--- src/rtl/mem_access_ctrl.sv ---
// Memory-stage load/store bus controller: issues SRAM-like req/addr_ok/data_ok transactions,
// stalls M until completion, and registers the M->W op/address/raw read word. Optional ADDR_EXC_EN.
module mem_access_ctrl #(
    parameter int AW = 32,
    parameter int DW = 32
) (
    input  logic          clk,
    input  logic          rst,
    input  logic          validM,
    input  logic [7:0]    alucontrolM,
    input  logic [AW-1:0] dataadrM,
    input  logic [DW-1:0] writedataM,
    input  logic          stall_ext,
    input  logic          flushW,
    output logic          data_req,
    output logic          data_wr,
    output logic [1:0]    data_size,
    output logic [AW-1:0] data_addr,
    output logic [3:0]    data_wstrb,
    output logic [DW-1:0] data_wdata,
    input  logic          data_addr_ok,
    input  logic [DW-1:0] data_rdata,
    input  logic          data_data_ok,
    output logic          mem_stall,
    output logic [7:0]    alucontrolW,
    output logic [AW-1:0] dataadrW,
    output logic [DW-1:0] readdataW
`ifdef ADDR_EXC_EN
    ,
    output logic          adelM,
    output logic          adesM
`endif
);

    localparam logic [7:0] EXE_LB_OP  = 8'b1110_0000;
    localparam logic [7:0] EXE_LH_OP  = 8'b1110_0001;
    localparam logic [7:0] EXE_LW_OP  = 8'b1110_0011;
    localparam logic [7:0] EXE_LBU_OP = 8'b1110_0100;
    localparam logic [7:0] EXE_LHU_OP = 8'b1110_0101;
    localparam logic [7:0] EXE_SB_OP  = 8'b1110_1000;
    localparam logic [7:0] EXE_SH_OP  = 8'b1110_1001;
    localparam logic [7:0] EXE_SW_OP  = 8'b1110_1011;

    typedef enum logic [1:0] {S_IDLE, S_REQ, S_WAIT, S_DONE} state_t;

    state_t        state_q;
    logic [DW-1:0] rbuf_q;
    logic [7:0]    alucontrolW_q;
    logic [AW-1:0] dataadrW_q;
    logic [DW-1:0] readdataW_q;

    logic          is_load, is_store, is_half, is_word;
    logic          misaligned;
    logic          mem_op;
    logic          wait_ok;
    logic          advance;
    logic [7:0]    alucontrolW_d;
    logic [DW-1:0] readdataW_d;

    always_comb begin
        is_load   = 1'b0;
        is_store  = 1'b0;
        is_half   = 1'b0;
        is_word   = 1'b0;
        data_size = 2'd2;
        unique case (alucontrolM)
            EXE_LW_OP:  begin is_load  = 1'b1; is_word = 1'b1; data_size = 2'd2; end
            EXE_LH_OP,
            EXE_LHU_OP: begin is_load  = 1'b1; is_half = 1'b1; data_size = 2'd1; end
            EXE_LB_OP,
            EXE_LBU_OP: begin is_load  = 1'b1;                 data_size = 2'd0; end
            EXE_SW_OP:  begin is_store = 1'b1; is_word = 1'b1; data_size = 2'd2; end
            EXE_SH_OP:  begin is_store = 1'b1; is_half = 1'b1; data_size = 2'd1; end
            EXE_SB_OP:  begin is_store = 1'b1;                 data_size = 2'd0; end
            default:    ;
        endcase
    end

`ifdef ADDR_EXC_EN
    assign misaligned = (is_word & (dataadrM[1:0] != 2'b00)) | (is_half & dataadrM[0]);
    assign adelM      = validM & is_load  & misaligned;
    assign adesM      = validM & is_store & misaligned;
`else
    assign misaligned = 1'b0;
`endif

    assign mem_op    = validM & (is_load | is_store) & ~misaligned;
    assign data_wr   = is_store;
    assign data_addr = dataadrM;

    always_comb begin
        data_wstrb = 4'b0000;
        data_wdata = writedataM;
        if (is_store) begin
            unique case (data_size)
                2'd0: begin
                    data_wstrb = 4'b0001 << dataadrM[1:0];
                    data_wdata = {4{writedataM[7:0]}};
                end
                2'd1: begin
                    data_wstrb = dataadrM[1] ? 4'b1100 : 4'b0011;
                    data_wdata = {2{writedataM[15:0]}};
                end
                default: data_wstrb = 4'b1111;
            endcase
        end
    end

    always_comb begin
        unique case (state_q)
            S_IDLE:  data_req = mem_op;
            S_REQ:   data_req = 1'b1;
            default: data_req = 1'b0;
        endcase
    end

    // A response arriving outside WAIT is stale and deliberately ignored.
    assign wait_ok   = (state_q == S_WAIT) & data_data_ok;
    assign mem_stall = mem_op & ~wait_ok & ~(state_q == S_DONE);
    assign advance   = ~mem_stall & ~stall_ext;

    always_comb begin
        alucontrolW_d = (validM & ~misaligned) ? alucontrolM : 8'h00;
        readdataW_d   = '0;
        if (mem_op & is_load)
            readdataW_d = wait_ok ? data_rdata : rbuf_q;
    end

    always_ff @(posedge clk or posedge rst) begin
        if (rst) begin
            state_q       <= S_IDLE;
            rbuf_q        <= '0;
            alucontrolW_q <= '0;
            dataadrW_q    <= '0;
            readdataW_q   <= '0;
        end else begin
            unique case (state_q)
                S_IDLE: begin
                    if (mem_op & data_addr_ok) state_q <= S_WAIT;
                    else if (mem_op)           state_q <= S_REQ;
                end
                S_REQ: begin
                    if (data_addr_ok) state_q <= S_WAIT;
                end
                S_WAIT: begin
                    if (data_data_ok) begin
                        rbuf_q  <= data_rdata;
                        state_q <= stall_ext ? S_DONE : S_IDLE;
                    end
                end
                S_DONE: begin
                    if (!stall_ext) state_q <= S_IDLE;
                end
                default: state_q <= S_IDLE;
            endcase

            if (advance) begin
                if (flushW) begin
                    alucontrolW_q <= '0;
                    dataadrW_q    <= '0;
                    readdataW_q   <= '0;
                end else begin
                    alucontrolW_q <= alucontrolW_d;
                    dataadrW_q    <= dataadrM;
                    readdataW_q   <= readdataW_d;
                end
            end
        end
    end

    assign alucontrolW = alucontrolW_q;
    assign dataadrW    = dataadrW_q;
    assign readdataW   = readdataW_q;

endmodule

--- config.mk ---
export PLATFORM = sky130hd
export DESIGN_NAME = mem_access_ctrl
export DESIGN_NICKNAME = d
export VERILOG_FILES = /design/src/rtl/mem_access_ctrl.sv
export SDC_FILE = /design/constraint.sdc
export NUM_CORES = 1
export LEC_CHECK = 0
export CAP_MARGIN = 25
export CELL_PAD_IN_SITES_DETAIL_PLACEMENT = 2
export CELL_PAD_IN_SITES_GLOBAL_PLACEMENT = 2
export CORE_AREA = 4 4 141 143
export CTS_CLUSTER_SIZE = 16
export DETAILED_ROUTE_END_ITERATION = 12
export DIE_AREA = 0 0 145 147
export GPL_TIMING_DRIVEN = 0
export PLACE_DENSITY_LB_ADDON = 0.1
export REMOVE_ABC_BUFFERS = 1
export SLEW_MARGIN = 20
export SYNTH_ARGS = -nofsm -noshare
export SYNTH_HDL_FRONTEND = slang
export SYNTH_SLANG_ARGS = --single-unit
export TNS_END_PERCENT = 1
--- constraint.sdc ---
create_clock -name clk -period 9.02 [get_ports clk]
set_clock_uncertainty 0.1 [all_clocks]
set_input_delay 1.804 -clock clk [delete_from_list [all_inputs] [get_ports clk]]
set_output_delay 1.804 -clock clk [all_outputs]
set_load 0.01 [all_outputs]
# Word level (Yosys, flattened, before mapping)
# Cells that the tools add are included.
# word_totals
reg_bits	106
input_bits	111
out_inout_bits	145
word_cells	64
# op_classes
eq_ne	16
shifts	1
mux	22
n_bitwise	12
reduce_logical	8
# op_table
cell	count
two-way mux 32 bit	5
== test 8 bit, second input constant	8
one-hot mux 32 bit (2 select lines)	1
two-way mux 8 bit	2
two-way mux 2 bit	6
OR reduction 3 bit	3
two-way mux 4 bit	2
one-hot mux 2 bit (4 select lines)	1
one-hot mux 4 bit (2 select lines)	1
bitwise AND 1 bit	7
inequality test 2 bit, second input constant	3
OR reduction 5 bit	1
== test 2 x 1 -> 1 bit, second input constant	2
== test 2 bit, second input constant	2
logical NOT 2 bit	2
NOT 1 bit	4
one-hot mux 2 bit (2 select lines)	1
AND reduction 4 bit	1
<< shifter 1 x 2 -> 4 bit, first input constant	1
inequality test 3 bit, second input constant	1
two-way mux 1 bit	2
one-hot mux 1 bit (2 select lines)	1
AND reduction 2 bit	1
bitwise OR 1 bit	1

# Depth between registers and ports, before layout
# Gate-level depths: netlist (run 1).
# logic_depth
ltp_word	9
depth_mapped	7
mapped_depth_nobuf	4

# Worst setup path before layout (run 1)
# Ideal clock, no wire load.
# synth_timing
kind	input to output
from	in alucontrolM[4]
to	out data_wdata[10]
arrival_time_ps	3069
required_time_ps	7116
slack_ps	4047
stages	5
n_path_buf	1
path_cell_list	nand4b_4 > nor4b_4 > and2_1 > buf_2 > mux2_2
# synth_via
elab_chain_len	6
elab_cells_between_ends	16
cone_classes	eq/ne: 8; mux: 4; reduce/logical: 4
# synth_lines
element	line_no	source
from (decl)	10	input logic [7:0] alucontrolM,
== test 8 bit	66	unique case (alucontrolM)
OR reduction 3 bit (no source line)	n/a	
one-hot mux 2 bit (2 select lines)	66	
== test 2 x 1 -> 1 bit or logical NOT 2 bit (tied branches)	95	unique case (data_size)
one-hot mux 32 bit (2 select lines)	95	
two-way mux 32 bit *	94	if (is_store) begin
to (decl)	20	output logic [DW-1:0] data_wdata,
# Mark *: on every way between the ends. The rest lies on a longest branch, timed or not.

# Final worst setup path (run 1)
# layout_timing
from	in alucontrolM[7]
to	out data_wdata[13]
# The elaborated chain is that of the path after synthesis.

==> flow_metrics.tcl, run 1 <==
set metrics [dict create \
    core_area_sq_mm 0.0186 \
    clk_path_buf_depth 2 \
    max_cap_viol_count 0 \
    multiInputGateArea_sq_mm 0.00161 \
    crit_required_ps 7120 \
    netSwitchingFraction_pct 26.8 \
    fin_nets 679 \
    combPwrFrac_pct 25.8 \
    syn_area_per_cell_sq_um 13.3 \
    max_slew.worst_pin.slew_ps 833 \
    drive_above_1_share_pct 14.0 \
    num_rows 50 \
    synthDistinctLibCells 33 \
    setup_tns_ps 0 \
    crit_family "buffers and inverters" \
    regToRegSetupSlack_ps 6900 \
    synth_cells 358 \
    portBuffers 255 \
    power_density_mw_per_mm2 178 \
    ctsResizeCount 0 \
    crit_path_end_kind "output pin" \
    path_cells "clkdlybuf4s50_1 > nand4b_4 > nor4b_4 > buf_6 > and2_1 > mux2_2 > clkdlybuf4s50_1" \
    io_pins 256 \
    grt_max_degree 65 \
    synth_compound_area_share_pct 17.1 \
    relSlewSlack_pct 44.3 \
    diodes 0 \
    synth-xor-area-share_pct 0 \
    cts.htree.levels 3 \
    crit_arrival_ps 4620 \
    worstHoldPathType "register to register" \
    die_w_um 145 \
    ir_worst_vdd_mv 0.0825 \
    critPathLaunchType "input port" \
    cts.sinks 106 \
    die_h_um 147 \
    yosys.area_share.simple_pct 3.61 \
    clkSlewWorstSetupHoldPaths_ps 70 \
    critical_path_class "input port to output pin" \
    r2r-start "state_q[0]" \
    power_w 0.00136 \
    status "finished clean" \
    cts_root_buf "clkbuf_16" \
    synth_mux_area_share_pct 13.1 \
    nFillCells 1898 \
    grtUsageTotal_pct 15.7 \
    viasPerCell 4.62 \
    die-area_sq_mm 0.0213 \
    seq_area_sq_mm 0.00265 \
    overflow 0 \
    ys_seq_elements 106 \
    slowest_stage "nor4b_4" \
    ctsHoldBuffers 0 \
    synth_edf_count 0 \
    p_switching_w 0.000363 \
    seq_power_share_pct 43.9 \
    worstHoldPathCells 1 \
    cp_slowest_stage_delay_ps 550 \
    finalCriticalPeriod_ps 6530 \
    drc 0 \
    cts_setup_buffers 0 \
    cts_buffers 9 \
    cpMostUsedCell "clkdlybuf4s50_1" \
    initial_core_util_pct 25.6 \
    pwr-share-clk_pct 30.3 \
    cp.depth 7 \
    r2r_cells 5 \
    p_int_w 0.000992 \
    vias 3726 \
    wl_per_cell_um 20.7 \
    drt_first_pass_iters 4 \
    path_buf_inv 3 \
    fmax_mhz 153 \
    setup_viol 0 \
    drt_iter0_drc 84 \
    ant_nets 0 \
    place.gp.congestion 0.716 \
    grt_first_pass_wirelength_um 26300 \
    grt_pass1_vias 4481 \
    fin_crit_sh_pct 72.4 \
    seq_area_frac_synth_pct 55.8 \
    yosysWarnings 0 \
    p_leak_nw 3.24 \
    synth_top_family_by_area "compound AO/OA/AOI/OAI gates" \
    hpwl_um 12700 \
    clkLatencyLatePin_ps 350 \
    min_from "rbuf_q[27]" \
    cts_tree "built" \
    async_reset_ff_share_pct 100 \
    path_max_fanout 10 \
    wl_um 16700 \
    rsz0062_at_grt "false" \
    r2r-end "dataadrW[15]" \
    hold_end "rbuf_q[27]" \
    ys.flop_type "dfrtp_1" \
    antenna_found_initial 0 \
    netlist_area_sq_mm 0.00475 \
    dpl_cell_area_sq_mm 0.00730 \
    synthAdderAreaFrac_pct 0 \
    final_max_slew_viol_count 0 \
    final-hold-violation-count 0 \
    finish.instance_area_sq_mm 0.00762 \
    syn_to_final_growth_pct 60.3 \
]
-- power by group through the flow --
| stage | Combinational (W) | Clock, W | Sequential, W |
|---|---|---|---|
| floorplan | 0.000166 | 0 | 0.000600 |
| global placement | 0.000329 | 0 | 0.000597 |
| detailed placement | 0.000355 | 0 | 0.000604 |
| CTS | 0.000360 | 0.000426 | 0.000596 |
| global route | 0.000384 | 0.000447 | 0.000603 |
| finish | 0.000350 | 0.000410 | 0.000595 |
-- Yosys cell counts (all sizes together), types with 2 or more instances --
master / instances / area share, %
dfrtp: 106 / 56
a22o: 73 / 13
buf: 59 / 9.5
mux2: 48 / 11
a21oi: 12 / 1.3
nor2: 12 / 0.95
inv: 8 / 0.63
mux2i: 8 / 1.7
clkbuf: 4 / 0.32
o21ai: 4 / 0.66
o21a: 3 / 0.47
a211oi: 2 / 0.32
nand2: 2 / 0.16
-- cells by family (layout without fill, tap and decap cells) --
kind of cell,count (synthesis),after routing
DFF,106,106
muxes,56,56
and+or+nand+nor,26,26
buffers and inverters,71,286
AOI/OAI and AO/OA,99,99
-- how the worst max path moves through the flow --
stage | slack (ps) | from | end
floorplan | 3540 | alucontrolM[4] | data_wdata[10]
global placement | 2000 | alucontrolM[6] | data_wdata[13]
detailed placement | 2480 | alucontrolM[7] | data_wdata[15]
CTS | 2470 | alucontrolM[7] | data_wdata[13]
global route | 2320 | alucontrolM[7] | data_wdata[13]
finish | 2490 | alucontrolM[7] | data_wdata[13]
-- area by class of cell --
| type | count | area share [%] |
|---|---|---|
| Timing Repair Buffer | 262 | 35.6 |
| Tap cell | 234 | 3.84 |
| Clock inverter | 6 | 0.969 |
| Sequential cell | 106 | 34.8 |
| Inverter | 8 | 0.460 |
| Clock buffer | 10 | 3.14 |
| Multi-Input combinational cell | 181 | 21.2 |
-- placed cells by master (no fill, tap or decap), drive strengths merged, types with 3 or more instances in the layout --
cell,n
a21oi,12
a22o,73
buf,7
clkbuf,10
clkdlybuf4s50,255
dfrtp,106
inv,9
mux2,48
mux2i,8
nor2,12
o21a,3
o21ai,4
-- registers in the layout, summed over array words and instances, names as in the netlist --
name         cells
readdataW       32
rbuf_q          32
dataadrW        32
state_q          2
alucontrolW      8
-- metrics by stage --
step	std cells	hold WS [ps]	utilization, %	setup WS [ps]
2_1_floorplan	295	371	-	3540
3_3_place_gp	784	377	38.4	2000
3_5_place_dp	791	383	39.3	2480
4_1_cts	807	402	41.0	2470
5_1_grt	807	410	41.0	2320
6_report	807	398	41.0	2490
-- metal layers --
layer	wire length [um]	GRT usage, %	up-vias	part of all wire [%]
li1	-	-	1694	-
met1	6430	17.3	1889	38
met2	8690	28.1	133	52
met3	1460	7.19	10	8.7
met4	138	2.99	0	0.83
met5	0	0	-	0
Power figures use the tool's default switching activity.
==> inputs of run 2 (changes only) <==
--- a/config.mk
+++ b/config.mk
@@ -8,10 +8,10 @@
 export CAP_MARGIN = 25
 export CELL_PAD_IN_SITES_DETAIL_PLACEMENT = 2
 export CELL_PAD_IN_SITES_GLOBAL_PLACEMENT = 2
-export CORE_AREA = 4 4 141 143
+export CORE_AREA = 4 4 146 148
 export CTS_CLUSTER_SIZE = 16
 export DETAILED_ROUTE_END_ITERATION = 12
-export DIE_AREA = 0 0 145 147
+export DIE_AREA = 0 0 150 152
 export GPL_TIMING_DRIVEN = 0
 export PLACE_DENSITY_LB_ADDON = 0.1
 export REMOVE_ABC_BUFFERS = 1
==> constraint.sdc (replaced) <==
create_clock -name clk -period 6.2 [get_ports clk]
set_clock_uncertainty 0.1 [all_clocks]
set_input_delay 1.24 -clock clk [delete_from_list [all_inputs] [get_ports clk]]
set_output_delay 1.24 -clock clk [all_outputs]
set_load 0.01 [all_outputs]
==> run 2 against run 1 <==
Effect of this change:
- final area increased by 0.64%
- sequential power increased by 45%
- register-to-register slack got worse by 3000 ps
- critical endpoint is now data_wdata[15]
- largest power group unchanged
==> flow_metrics.tcl, run 2 (same netlist as run 1, synthesis figures left out) <==
set metrics [dict create \
    clkLatencyLatePin_ps 350 \
    ant_nets 0 \
    power_density_mw_per_mm2 253 \
    grtUsageTotal_pct 15.0 \
    diodes 0 \
    utilization_pct 38.3 \
    setup_viol 0 \
    grt_pass1_vias 4412 \
    cts_setup_buffers 0 \
    power_w 0.00194 \
    dpl_cell_area_sq_mm 0.00737 \
    crit_path_end_kind "output pin" \
    regToRegSetupSlack_ps 3950 \
    setup_tns_ps 0 \
    status "finished clean" \
    ctsHoldBuffers 0 \
    clk_path_buf_depth 2 \
    io_pins 256 \
    wl_per_cell_um 20.4 \
    finalCriticalPeriod_ps 5130 \
    syn_to_final_growth_pct 61.3 \
    max_slew.worst_pin.slew_ps 882 \
    max_cap_viol_count 0 \
    drt_first_pass_iters 6 \
    hold_end "rbuf_q[4]" \
    cts_root_buf "clkbuf_16" \
    grt_first_pass_wirelength_um 26600 \
    rsz0062_at_grt "false" \
    overflow 0 \
    critPathLaunchType "input port" \
    final_cell_mix "255 x clkdlybuf4s50_1, 106 x dfrtp_1, 73 x a22o_1, 48 x mux2_2" \
    initial_core_util_pct 23.7 \
    place.gp.congestion 0.723 \
    cts.sinks 106 \
    relSlewSlack_pct 41.0 \
    portBuffers 255 \
    p_leak_nw 3.25 \
    cts.htree.levels 3 \
    worstHoldPathCells 1 \
    ir_worst_vdd_mv 0.105 \
    worstHoldPathType "register to register" \
    core_area_sq_mm 0.0200 \
    min_from "rbuf_q[4]" \
    final_common_cell "clkdlybuf4s50_1" \
    fmax_mhz 195 \
    die_w_um 150 \
    fin_nets 680 \
    die_h_um 152 \
    r2r_cells 6 \
    nFillCells 2124 \
    finish.instance_area_sq_mm 0.00767 \
    grt_max_degree 77 \
    ctsResizeCount 0 \
    wl_um 17200 \
    die-area_sq_mm 0.0228 \
    final-hold-violation-count 0 \
    antenna_found_initial 0 \
    viasPerCell 4.44 \
    vias 3746 \
    cts_tree "built" \
    cts_buffers 9 \
    critical_path_class "input port to output pin" \
    fin_crit_sh_pct 82.7 \
    hpwl_um 13300 \
    path_max_fanout 15 \
    final_max_slew_viol_count 0 \
    drt_iter0_drc 80 \
    num_rows 52 \
    r2r-end "dataadrW[7]" \
    crit_arrival_ps 3790 \
    r2r-start "state_q[0]" \
    crit_required_ps 4860 \
    drive_above_1_share_pct 14.1 \
    drc 0 \
    clkSlewWorstSetupHoldPaths_ps 70 \
]
[run 2: metrics by stage]
step                cells  hold slack [ps]  worst slack (ps)
finish                844              398              1070
CTS                   844              403               948
global route          844              421               872
global placement      820              377               141
detailed placement    828              385               948
floorplan             295              371              1850
[run 2: per-layer routing]
metal | vias up | share of wire (%) | GRT usage (%)
met5 | - | 0 | 0
met1 | 1878 | 38 | 16.7
met2 | 170 | 51 | 26.1
met3 | 9 | 11 | 6.88
li1 | 1689 | - | -
met4 | 0 | 0.97 | 3.79
[run 2: cell type report]
cell class              instances  area, sq um  area share (%)
repair buffers                263         2740            35.7
flip-flops and latches        106         2650            34.6
multi-input cells             181         1610            21.0
well taps                     270          338            4.41
clock buffers                   9          225            2.94
clock inverters                 7         67.6           0.881
inverters                       8         35.0           0.457
[run 2: report_power, final]
group | total [W] | switching [W] | internal (W)
Clock | 0.000575 | 0.000291 | 0.000284
Combinational | 0.000504 | 0.000212 | 0.000291
Sequential | 0.000863 | 0.0000430 | 0.000820
[run 2: worst max-delay path: stages]
cell             delay (ps)
clkdlybuf4s50_1         870
inv_1                   280
and2_1                  480
mux2_2                  390
clkdlybuf4s50_1         510
[run 2: how the worst max path moves through the flow]
| stage | from | endpoint | slack, ps | cells after the start |
|---|---|---|---|---|
| 2_1_floorplan | alucontrolM[4] | data_wdata[10] | 1850 | 4 |
| 3_3_place_gp | alucontrolM[7] | data_wdata[12] | 140 | 6 |
| 3_5_place_dp | alucontrolM[0] | data_wdata[12] | 950 | 5 |
| 4_1_cts | alucontrolM[0] | data_wdata[12] | 950 | 5 |
| 5_1_grt | alucontrolM[0] | data_wdata[15] | 870 | 5 |
| 6_report | alucontrolM[0] | data_wdata[15] | 1070 | 5 |
